`config.mk`:
```
export PLATFORM = sky130hd
export DESIGN_NAME = mem_arbiter_ctrl_flat
export DESIGN_NICKNAME = d
export VERILOG_FILES = /design/src/rtl/mem_arbiter_ctrl_if.sv /design/src/rtl/mem_arbiter_ctrl.sv /design/src/flat_wrapper.sv
export SDC_FILE = /design/constraint.sdc
export NUM_CORES = 1
export LEC_CHECK = 0
export ABC_AREA = 1
export BUFFER_PORTS_ARGS = -buffer_cell sky130_fd_sc_hd__buf_2
export CAP_MARGIN = 20
export CORE_MARGIN = 5
export CORE_UTILIZATION = 45
export CTS_CLUSTER_SIZE = 24
export DETAILED_ROUTE_END_ITERATION = 6
export HOLD_SLACK_MARGIN = 0.15
export PLACE_DENSITY = 0.76
export SETUP_SLACK_MARGIN = 0.02
export SKIP_CTS_REPAIR_TIMING = 1
export SLEW_MARGIN = 20
export SYNTH_ARGS = -nofsm -noshare
export SYNTH_HDL_FRONTEND = slang
export SYNTH_SLANG_ARGS = --single-unit
```
`constraint.sdc`:
```
create_clock -name i_clk -period 6.7 [get_ports i_clk]
set_input_delay 1.34 -clock i_clk [delete_from_list [all_inputs] [get_ports i_clk]]
set_output_delay 1.34 -clock i_clk [all_outputs]
set_load 0.01 [all_outputs]
```
`src/rtl/mem_arbiter_ctrl_if.sv`:
```
`default_nettype none
// ============================================================================
// Module   : mem_arbiter_ctrl_if
// Brief    : Requester and memory-side bus bundle for mem_arbiter_ctrl.
// Revision : 1.0
// ============================================================================
interface mem_arbiter_ctrl_if #(
    parameter int N_CH = 4,
    parameter int DW   = 8,
    parameter int AW   = 16
);
    logic [N_CH-1:0]    i_req;
    logic [N_CH-1:0]    i_we;
    logic [N_CH*AW-1:0] i_addr;
    logic [N_CH*DW-1:0] i_wdata;
    logic [N_CH-1:0]    o_gnt;
    logic [N_CH-1:0]    o_rvalid;
    logic [N_CH*DW-1:0] o_rdata;
    logic [AW-1:0]      o_mem_addr;
    logic [DW-1:0]      o_mem_wdata;
    logic               o_mem_rden;
    logic               o_mem_wren;
    logic [DW-1:0]      i_mem_q;
    logic               o_busy;

    modport slave (
        input  i_req, i_we, i_addr, i_wdata, i_mem_q,
        output o_gnt, o_rvalid, o_rdata, o_mem_addr, o_mem_wdata,
               o_mem_rden, o_mem_wren, o_busy
    );

    modport master (
        output i_req, i_we, i_addr, i_wdata, i_mem_q,
        input  o_gnt, o_rvalid, o_rdata, o_mem_addr, o_mem_wdata,
               o_mem_rden, o_mem_wren, o_busy
    );
endinterface
`default_nettype wire

```
`src/rtl/mem_arbiter_ctrl.sv`:
```
`default_nettype none
// ============================================================================
// Module   : mem_arbiter_ctrl
// Brief    : Round-robin arbiter of N_CH requesters onto one synchronous
//            single-port memory, with per-channel read-data return.
// Revision : 1.0
// ============================================================================
module mem_arbiter_ctrl #(
    parameter int N_CH   = 4,
    parameter int DW     = 8,
    parameter int AW     = 16,
    parameter int RD_LAT = 1
) (
    input  wire logic          i_clk,
    input  wire logic          i_rst_n,
    mem_arbiter_ctrl_if.slave  bus
);
    localparam int c_ID_W = (N_CH > 1) ? $clog2(N_CH) : 1;

    logic [c_ID_W-1:0]  r_rr;
    logic [c_ID_W-1:0]  w_idx;
    logic               w_xfer;
    logic [N_CH-1:0]    w_gnt;
    logic               w_rd;
    int                 w_j;

    logic [AW-1:0]      r_mem_addr;
    logic [DW-1:0]      r_mem_wdata;
    logic               r_mem_rden;
    logic               r_mem_wren;
    logic [RD_LAT:0]    r_pv;
    logic [c_ID_W-1:0]  r_pid [0:RD_LAT];
    logic [N_CH-1:0]    r_rvalid;
    logic [N_CH*DW-1:0] r_rdata;

    // First requesting channel at or after the round-robin pointer wins.
    always_comb begin
        w_xfer = 1'b0;
        w_idx  = '0;
        w_j    = 0;
        w_gnt  = '0;
        for (int i = 0; i < N_CH; i++) begin
            w_j = int'(r_rr) + i;
            if (w_j >= N_CH) begin
                w_j = w_j - N_CH;
            end
            if (!w_xfer && bus.i_req[w_j]) begin
                w_xfer = i_rst_n;
                w_idx  = c_ID_W'(w_j);
            end
        end
        for (int i = 0; i < N_CH; i++) begin
            w_gnt[i] = w_xfer && (w_idx == c_ID_W'(i));
        end
    end

    assign w_rd = w_xfer & ~bus.i_we[w_idx];

    always_ff @(posedge i_clk or negedge i_rst_n) begin
        if (!i_rst_n) begin
            r_rr        <= '0;
            r_mem_addr  <= '0;
            r_mem_wdata <= '0;
            r_mem_rden  <= 1'b0;
            r_mem_wren  <= 1'b0;
            r_pv        <= '0;
            for (int s = 0; s <= RD_LAT; s++) begin
                r_pid[s] <= '0;
            end
            r_rvalid    <= '0;
            r_rdata     <= '0;
        end else begin
            r_mem_rden <= w_rd;
            r_mem_wren <= w_xfer & bus.i_we[w_idx];
            if (w_xfer) begin
                r_mem_addr  <= bus.i_addr[w_idx*AW +: AW];
                r_mem_wdata <= bus.i_wdata[w_idx*DW +: DW];
                r_rr        <= (w_idx == c_ID_W'(N_CH-1)) ? '0 : w_idx + 1'b1;
            end

            // Stage RD_LAT lines up with the memory's data for that read.
            r_pv     <= {r_pv[RD_LAT-1:0], w_rd};
            r_pid[0] <= w_idx;
            for (int s = 1; s <= RD_LAT; s++) begin
                r_pid[s] <= r_pid[s-1];
            end

            r_rvalid <= '0;
            if (r_pv[RD_LAT]) begin
                for (int k = 0; k < N_CH; k++) begin
                    if (r_pid[RD_LAT] == c_ID_W'(k)) begin
                        r_rvalid[k]          <= 1'b1;
                        r_rdata[k*DW +: DW]  <= bus.i_mem_q;
                    end
                end
            end
        end
    end

    assign bus.o_gnt       = w_gnt;
    assign bus.o_rvalid    = r_rvalid;
    assign bus.o_rdata     = r_rdata;
    assign bus.o_mem_addr  = r_mem_addr;
    assign bus.o_mem_wdata = r_mem_wdata;
    assign bus.o_mem_rden  = r_mem_rden;
    assign bus.o_mem_wren  = r_mem_wren;
    assign bus.o_busy      = |r_pv;
endmodule
`default_nettype wire

```
`src/flat_wrapper.sv`:
```
// flat-port wrapper written by rule: the top's interface ports become plain ports
module mem_arbiter_ctrl_flat 
#(
    parameter int N_CH   = 4,
    parameter int DW     = 8,
    parameter int AW     = 16,
    parameter int RD_LAT = 1
)
  (i_clk, i_rst_n, bus_i_req, bus_i_we, bus_i_addr, bus_i_wdata, bus_i_mem_q, bus_o_gnt, bus_o_rvalid, bus_o_rdata, bus_o_mem_addr, bus_o_mem_wdata, bus_o_mem_rden, bus_o_mem_wren, bus_o_busy);
  mem_arbiter_ctrl_if #(.N_CH(N_CH), .DW(DW), .AW(AW)) bus_i ();
  input  wire logic i_clk;
  input  wire logic i_rst_n;
  input wire logic [$bits(bus_i.i_req)-1:0] bus_i_req;
  input wire logic [$bits(bus_i.i_we)-1:0] bus_i_we;
  input wire logic [$bits(bus_i.i_addr)-1:0] bus_i_addr;
  input wire logic [$bits(bus_i.i_wdata)-1:0] bus_i_wdata;
  input wire logic [$bits(bus_i.i_mem_q)-1:0] bus_i_mem_q;
  output wire logic [$bits(bus_i.o_gnt)-1:0] bus_o_gnt;
  output wire logic [$bits(bus_i.o_rvalid)-1:0] bus_o_rvalid;
  output wire logic [$bits(bus_i.o_rdata)-1:0] bus_o_rdata;
  output wire logic [$bits(bus_i.o_mem_addr)-1:0] bus_o_mem_addr;
  output wire logic [$bits(bus_i.o_mem_wdata)-1:0] bus_o_mem_wdata;
  output wire logic [$bits(bus_i.o_mem_rden)-1:0] bus_o_mem_rden;
  output wire logic [$bits(bus_i.o_mem_wren)-1:0] bus_o_mem_wren;
  output wire logic [$bits(bus_i.o_busy)-1:0] bus_o_busy;
  assign bus_i.i_req = bus_i_req;
  assign bus_i.i_we = bus_i_we;
  assign bus_i.i_addr = bus_i_addr;
  assign bus_i.i_wdata = bus_i_wdata;
  assign bus_i.i_mem_q = bus_i_mem_q;
  assign bus_o_gnt = bus_i.o_gnt;
  assign bus_o_rvalid = bus_i.o_rvalid;
  assign bus_o_rdata = bus_i.o_rdata;
  assign bus_o_mem_addr = bus_i.o_mem_addr;
  assign bus_o_mem_wdata = bus_i.o_mem_wdata;
  assign bus_o_mem_rden = bus_i.o_mem_rden;
  assign bus_o_mem_wren = bus_i.o_mem_wren;
  assign bus_o_busy = bus_i.o_busy;
  mem_arbiter_ctrl #(.N_CH(N_CH), .DW(DW), .AW(AW), .RD_LAT(RD_LAT)) u_core (.i_clk(i_clk), .i_rst_n(i_rst_n), .bus(bus_i));
endmodule
```
==> impl_metrics.py <==
metrics = {
    "cells_and_area": {
        "synthToLayoutAreaGrowth_pct": 24.9,
        "final_standard_cell_count_with_taps_included_and_fillers_excluded": 785,
        "final_nets": 788,
        "layout_fillers": 854,
        "antenna_cells_inserted": 0,
        "drive_gt1_share_pct": 40.8,
        "final_util_pct": 57.3,
    },
    "global_routing": {
        "grt_max_degree": 51,
        "grt_use_total_pct": 20.8,
        "grt_overflow": 0,
        "grt_pass1_wl_um": 18900,
        "antenna_violations_before_repair": 0,
        "vias_in_the_first_global_route": 4037,
    },
    "synth": {
        "syn_nets": 625,
        "synthesis.yosys.warnings": 0,
        "netlist-cell-type-count": 29,
        "synth.ff_latch_count": 69,
        "synth_cells": 507,
        "avg_cell_area_syn_um2": 8.28,
        "syn-cell-area_um2": 4200,
        "synth_seq_area_share_pct": 41.1,
    },
    "die": {
        "boundaryPins": 181,
        "initial_core_util_pct": 45.9,
        "floorplan.core_area_um2": 9150,
        "chipWidth_um": 107,
        "die-height_um": 107,
        "floorplan.die_area_um2": 11400,
        "fp_rows": 35,
    },
    "clocking": {
        "cts-htree-levels": 3,
        "inserted_clock_buffers": 9,
        "worstSkewPairLatency_ps": 340,
        "cts.clk_slew.worst_paths_ps": 80,
        "cts.path.max_buffers": 2,
        "ctsRootBufferMaster": "clkbuf_8",
        "clkSinkCount": 69,
        "tritoncts": "yes",
    },
    "setup_path": {
        "timing.critical_path.slowest_stage_cell": "nand2_4",
        "critical_path_required_time_ps": 5360,
        "reg2reg_slack_ps": 3530,
        "cp_cell_sequence": "buf_2 -> inv_1 -> nand2_2 -> nand3_1 -> nand2_2 -> nand2_4 -> and3_4 -> nand3_4 -> nand2_4 -> ha_1 -> inv_1 -> nor2_1 -> buf_2",
        "crit_arrival_ps": 3730,
        "critical_setup_path_kind": "primary input to output pin",
        "crit_family": "simple AND/OR/NAND/NOR gates",
        "path_max_fanout": 49,
        "buf_inv_stages_crit_path": 4,
        "end_kind": "output pin",
        "timing.critical_path.slowest_cell_delay_ps": 560,
        "worst_setup_path_start_kind": "primary input",
    },
    "route": {
        "vias_per_cell": 5.22,
        "drt_first_pass_iters": 5,
        "detailroute.via_count": 4095,
        "detail_route.drc_violations": 0,
        "drt.antenna.violating_nets": 0,
        "wire_per_inst_um": 15.2,
        "wl_um": 12000,
        "dr.first_iter.drc_count": 207,
    },
    "status": {
        "run_status": "complete, no violations",
    },
    "sta": {
        "tightest_slew_ps": 712,
        "setup-violations-final": 0,
        "post-route-min-period_ps": 5070,
        "hold_violations": 0,
        "rsz0062_at_grt": "false",
        "worst_hold_slack_ps": 355,
        "normalized_max_slew_margin_pct": 52.6,
        "slew_viol_final": 0,
        "fmaxAchievable_mhz": 197,
        "worst_skew_ps": 16.4,
        "setup_tns_ps": 0,
        "final_min_period_over_clock_period_pct": 75.7,
    },
    "placed_design": {
        "place.port_buffers": 180,
        "placed_cells_incl_taps": 770,
        "detailedPlacementHpwl_um": 9020,
        "place_congestion": 0.918,
    },
    "run": {
        "cap_violations": 0,
    },
    "pwr": {
        "power_leakage_uw": 0.00287,
        "power-per-cell-area_nw_per_um2": 671,
        "ir_worst_vdd_uv": 289,
        "report.power.total_uw": 3520,
    },
    "worst_hold_path": {
        "timing.hold.worst.class": "flop to flop",
    },
}
worst paths after layout:
check | cells after the start | end | start
max | 13 | bus_o_gnt[2] | bus_i_req[3]
min | 0 | u_core.r_pid[1] | u_core.r_pid[3]
max reg2reg | 15 | u_core.bus.o_mem_wren | u_core.r_rr[0]
min reg2reg | 0 | u_core.r_pid[1] | u_core.r_pid[3]
max in group asynchronous | 2 | u_core.bus.o_rdata[17] | i_rst_n
min in group asynchronous | 1 | u_core.bus.o_mem_addr[1] | i_rst_n
cells by family (layout without fill, tap and decap cells):
| family | Yosys count | after routing | synth area share (%) |
|---|---|---|---|
| buffers and inverters | 67 | 234 | 9.39 |
| AND/OR/NAND/NOR | 328 | 328 | 43.2 |
| adder cells (fa/ha/maj) | 4 | 4 | 1.19 |
| AO/OA/AOI/OAI | 39 | 39 | 5.10 |
| flip-flops | 69 | 69 | 41.1 |
state kept, by name, indices dropped and copies added (netlist names):
signal / flops
u_core.bus.o_mem_addr: 16
u_core.r_pid: 4
u_core.bus.o_mem_wdata: 8
u_core.bus.o_rvalid: 4
u_core.bus.o_mem_wren: 1
u_core.bus.o_rdata: 32
u_core.r_pv: 2
u_core.r_rr: 2
stage by stage:
step | area, um2 | worst slack, ps
3_5_place_dp | 5010 | 1610
4_1_cts | 5250 | 1620
2_1_floorplan | 4200 | 2580
3_3_place_gp | 5010 | 1720
5_1_grt | 5250 | 1370
6_report | 5250 | 1630
cell type report:
| cell class | instances | area [um2] | area share [%] |
|---|---|---|---|
| multi-input combinational | 371 | 2080 | 39.6 |
| sequential | 69 | 1730 | 32.9 |
| timing repair buffer | 183 | 926 | 17.7 |
| inverter | 36 | 140 | 2.67 |
| tap | 111 | 139 | 2.65 |
| clock buffer | 9 | 124 | 2.36 |
| clock inverter | 6 | 113 | 2.15 |
layer usage:
layer | track usage, % | up-vias | wire length, um
li1 | - | 2008 | -
met1 | 27.8 | 1868 | 5180
met2 | 33.7 | 200 | 5700
met3 | 3.79 | 19 | 863
met4 | 8.04 | 0 | 213
met5 | 0 | - | 0
synth_stat cells, drive strengths merged:
library cell | instances | area (um2)
buf | 24 | 228
clkbuf | 7 | 26.3
ha | 4 | 50.1
nor3 | 4 | 20.0
and3 | 1 | 11.3
nand2 | 155 | 676
o21ai | 37 | 196
nor2 | 7 | 31.3
nand4 | 2 | 27.5
nand3 | 158 | 1040
dfrtp | 69 | 1730
or2 | 1 | 6.26
inv | 36 | 140
a21oi | 2 | 17.5
cell usage in the layout, fill, tap and decap left out, drive strengths merged:
master / n
a21oi: 2
and3: 1
buf: 183
bufinv: 3
clkbuf: 9
clkinv: 3
dfrtp: 69
ha: 4
inv: 36
nand2: 155
nand3: 158
nand4: 2
nor2: 7
nor3: 4
o21ai: 37
or2: 1
where the power goes:
group / internal (uW) / switching, uW
logic: 802 / 1540
clock network: 246 / 156
registers: 647 / 128
total: 1690 / 1820
(Power assumes the default switching activity.)
